**config.mk**
```make
export PLATFORM = sky130hd
export DESIGN_NAME = full_adder_bh
export DESIGN_NICKNAME = d
export VERILOG_FILES = /design/src/rtl/full_adder_bh.sv
export SDC_FILE = /design/constraint.sdc
export NUM_CORES = 1
export LEC_CHECK = 0
export ABC_AREA = 1
export BUFFER_PORTS_ARGS = -buffer_cell sky130_fd_sc_hd__buf_4
export CAP_MARGIN = 20
export CORE_AREA = 2 2 39 41
export CTS_CLUSTER_SIZE = 16
export DETAILED_ROUTE_END_ITERATION = 6
export DIE_AREA = 0 0 41 43
export PLACE_DENSITY = 0.42
export SYNTH_ARGS = -nofsm -noshare
export SYNTH_HDL_FRONTEND = slang
export SYNTH_SLANG_ARGS = --single-unit
```
**constraint.sdc**
```tcl
create_clock -name clk -period 1.01 [get_ports clk]
set_input_delay 0.202 -clock clk [delete_from_list [all_inputs] [get_ports clk]]
set_output_delay 0.202 -clock clk [all_outputs]
set_load 0.02 [all_outputs]
```
**src/rtl/full_adder_bh.sv**
```systemverilog
// Registered WIDTH-bit ripple-carry adder with group propagate/generate outputs.
// Define FULL_ADDER_BH_OVF_EN to add the registered signed-overflow output ovf.
module full_adder_bh #(
    parameter int WIDTH = 1
) (
    input  logic             clk,
    input  logic             rst,
    input  logic             in_valid,
    input  logic [WIDTH-1:0] a,
    input  logic [WIDTH-1:0] b,
    input  logic             cin,
    output logic             out_valid,
    output logic [WIDTH-1:0] s,
    output logic             c,
    output logic             grp_p,
    output logic             grp_g
`ifdef FULL_ADDER_BH_OVF_EN
    ,
    output logic             ovf
`endif
);

    logic [WIDTH-1:0] sum_w;
    logic             k_w;
    logic             kg_w;
    logic             prop_w;
    logic             p_i;
    logic             g_i;
`ifdef FULL_ADDER_BH_OVF_EN
    logic             k_prev_w;
`endif

    // kg_w is a second chain seeded with 0 so grp_g ignores cin.
    always_comb begin
        sum_w  = '0;
        k_w    = cin;
        kg_w   = 1'b0;
        prop_w = 1'b1;
        p_i    = 1'b0;
        g_i    = 1'b0;
`ifdef FULL_ADDER_BH_OVF_EN
        k_prev_w = cin;
`endif
        for (int i = 0; i < WIDTH; i++) begin
            p_i      = a[i] ^ b[i];
            g_i      = a[i] & b[i];
            sum_w[i] = p_i ^ k_w;
`ifdef FULL_ADDER_BH_OVF_EN
            k_prev_w = k_w;
`endif
            k_w      = g_i | (k_w & p_i);
            kg_w     = g_i | (kg_w & p_i);
            prop_w   = prop_w & p_i;
        end
    end

    logic [WIDTH-1:0] s_d, s_q;
    logic             c_d, c_q;
    logic             grp_p_d, grp_p_q;
    logic             grp_g_d, grp_g_q;
    logic             out_valid_d, out_valid_q;
`ifdef FULL_ADDER_BH_OVF_EN
    logic             ovf_d, ovf_q;
`endif

    always_comb begin
        s_d         = s_q;
        c_d         = c_q;
        grp_p_d     = grp_p_q;
        grp_g_d     = grp_g_q;
        out_valid_d = in_valid;
`ifdef FULL_ADDER_BH_OVF_EN
        ovf_d       = ovf_q;
`endif
        if (in_valid) begin
            s_d     = sum_w;
            c_d     = k_w;
            grp_p_d = prop_w;
            grp_g_d = kg_w;
`ifdef FULL_ADDER_BH_OVF_EN
            ovf_d   = k_w ^ k_prev_w;
`endif
        end
    end

    always_ff @(posedge clk) begin
        if (rst) begin
            s_q         <= '0;
            c_q         <= 1'b0;
            grp_p_q     <= 1'b0;
            grp_g_q     <= 1'b0;
            out_valid_q <= 1'b0;
`ifdef FULL_ADDER_BH_OVF_EN
            ovf_q       <= 1'b0;
`endif
        end else begin
            s_q         <= s_d;
            c_q         <= c_d;
            grp_p_q     <= grp_p_d;
            grp_g_q     <= grp_g_d;
            out_valid_q <= out_valid_d;
`ifdef FULL_ADDER_BH_OVF_EN
            ovf_q       <= ovf_d;
`endif
        end
    end

    assign s         = s_q;
    assign c         = c_q;
    assign grp_p     = grp_p_q;
    assign grp_g     = grp_g_q;
    assign out_valid = out_valid_q;
`ifdef FULL_ADDER_BH_OVF_EN
    assign ovf       = ovf_q;
`endif

endmodule

```
==> impl_metrics.csv <==
group,metric,value,unit
final_layout,num_antenna_cells,0,
clocking,htree_levels,1,
pwr,internal_power,0.0004152,W
placed_design,numPortBuffers,10,
floorplanning,die_w,41,microns
pwr,power_frac_seq,38.9,%
setup_path,worstRegToRegCells,2,
detailed_routing,drt_iter0_markers,2,
pwr,p_comb_share,19.7,%
setup_path,cp_num_buf_inv,1,
hold_path,hold_end,"out_valid",
clocking,cts_resized,0,
final_layout,final_util,26.40,%
clocking,clock-sinks,5,
synthesis,synthCells,31,
sta,whs,114.6,ps
clocking,cts_hold_buffers,0,
pwr,power_frac_clock,41.4,%
detailed_routing,drt-total-wl,442,microns
clocking,clk-insertion-delay-late,240,ps
sta,max-slew-margin-rel,91.39,%
floorplanning,dieHeight,43,microns
sta,hold_violations,0,
detailed_routing,num_vias,216,
floorplanning,design.die.area,1763,sq um
setup_path,cp-start-kind,"flop",
synthesis,syn_area,240.2,sq um
setup_path,worstPathArrival,710,ps
sta,timing.final.ws_setup,98.88,ps
clocking,ctsRootBufferMaster,"clkbuf_4",
placed_design,dpl_worst_slack,-100.8,ps
global_route,grt_pass1_wl,765,microns
detailed_routing,drt_pre_antenna_iters,4,
global_route,grt.overflow.total,0,
sta,fmax,1098,MHz
final_layout,drive_gt1_share,41.30,%
status,status,"complete, no violations",
synthesis,synth_area_leaders,"dfxtp_1 (42%), nor2_1 (13%), inv_1 (9.4%), fa_1 (8.3%), nand2_1 (7.8%)",
clocking,cts_setup_buffers,0,
final_layout,fin_nets,55,
final_layout,synthToLayoutAreaGrowth,52.08,%
floorplanning,ios,11,
detailed_routing,via_per_inst,3.484,
placed_design,dp_hpwl,345.2,microns
global_route,track_usage,7.251,%
synthesis,syn_avg_cell_area,7.749,sq um
sta,rsz0062_at_grt,"false",
detailed_routing,drcViolationCount,0,
placed_design,gp_congestion,0.6061,
sta,finalCriticalPeriod,911.1,ps
synthesis,synth_ff_type,"dfxtp_1",
synthesis,yosysSeqAreaShare,41.67,%
pwr,p_total,0.0005628,W
global_route,grt_max_degree,10,
synthesis,syn_nets,39,
clocking,cts_tree,"done",
setup_path,critical-path-max-stage-delay,320,ps
setup_path,required,810,ps
sta,skew,0,ps
pwr,power_density,1540,nW/um^2
pwr,p_leak,0.2014,nW
pwr,netSwitchingFraction,26.23,%
global_route,grt_pass1_vias,210,
hold_path,min_from,"rst",
floorplanning,start_util,17.36,%
synthesis,ys_types,9,
sta,max_slew.worst_pin.slew,128.9,ps
setup_path,critical_path_class,"reg -> out",
clocking,clk_pin_slew,50,ps
clocking,cts_buffers,3,
setup_path,cp-end-kind,"output port",
hold_path,hold_depth,2,
setup_path,r2r-end,"grp_g",
synthesis,synth_top_area_cell,"dfxtp_1",
synthesis,ys_ff_latch,5,
synthesis,async_reset_ff_share,0,%
sta,tns,0,ps
detailed_routing,wl_per_cell,7.129,microns
setup_path,crit_chain,"buf_4",
setup_path,r2r_start,"grp_g",
setup_path,crit_family,"flip-flops",
synthesis,synthTopCellsByCount,"nor2_1 (8), inv_1 (6), dfxtp_1 (5), nand2_1 (5), nand2_2 (3)",
pwr,power.switching,0.0001476,W
run,maxCapViolations,0,
floorplanning,core_area,1384,sq um
synthesis,synth.most_common_cell,"nor2_1",
setup_path,reg2reg_slack,430,ps
synthesis,synth_edf_count,0,
setup_path,cp_max_fo,2,
synthesis,yosysWarningCount,0,
hold_path,holdCritPathClass,"in -> reg",
pwr,ir_drop,557.1,uV
detailed_routing,antenna_left,0,
global_route,antenna_found_initial,0,
clocking,clk_path_buf_depth,2,
floorplanning,rows,14,
sta,setup_viol,0,
setup_path,cp_slowest_cell,"dfxtp_1",
sta,slew_viol_final,0,
synthesis,yosysTopAreaCellShare,41.67,%
sta,post-route-period-util,90.21,%
[area by class of cell]
class / count / area [sq um]
well taps: 16 / 20.02
clock buffers: 4 / 26.28
repair buffers: 12 / 90.09
inverters: 6 / 22.52
multi-input cells: 19 / 106.4
fillers: 149 / 1018
flip-flops and latches: 5 / 100.1
[worst max-delay path by stage]
stage                      from  slack [ps]  depth (start not counted)     to
after floorplan               a          50                          5      s
after global placement        a         -90                          6      s
after detailed placement      a        -100                          6      s
after CTS                     s          80                          1      s
after global routing      grp_g          50                          1  grp_g
final                         s         100                          1      s
[power by group through the flow]
| stage | logic, W | clock network [W] | registers [W] |
|---|---|---|---|
| finish | 0.000111 | 0.000233 | 0.000219 |
| global route | 0.000126 | 0.000268 | 0.000221 |
| CTS | 0.000113 | 0.000243 | 0.000219 |
| detailed placement | 0.000113 | 0 | 0.000223 |
| global placement | 0.000113 | 0 | 0.000222 |
| floorplan | 0.0000469 | 0 | 0.000240 |
[cells in the final DEF (no fill, tap or decap)]
cell type  instances
buf_4             12
clkbuf_1           1
clkbuf_4           3
dfxtp_1            5
fa_1               1
ha_1               1
inv_1              6
nand2_1            5
nand2_2            3
nor2_1             8
nor2_2             1
[through the flow]
step	std cells	instance area, sq um
finish	62	365.4
global placement	58	339.1
CTS	62	365.4
global route	62	365.4
detailed placement	58	339.1
floorplan	31	240.2
[metal layers]
| layer | routed length (microns) | vias to the layer above | global-route usage (%) |
|---|---|---|---|
| li1 | - | 116 | - |
| met1 | 185 | 88 | 7.792 |
| met2 | 197 | 10 | 8.438 |
| met3 | 51 | 2 | 7.853 |
| met4 | 7 | 0 | 4.000 |
| met5 | 0 | - | 0 |
[registers in the layout, summed over array words and instances, names as in the netlist]
register	count
c	1
out_valid	1
grp_g	1
grp_p	1
s	1
[cells by family (layout without fill, tap and decap cells)]
group | Yosys count | count (layout) | synth area share (%)
fa+ha+maj | 2 | 2 | 13.54
simple gates | 17 | 17 | 30.73
buf+inv | 7 | 22 | 14.06
flops | 5 | 5 | 41.67
Note: power is estimated with default switching activity, not from simulation.
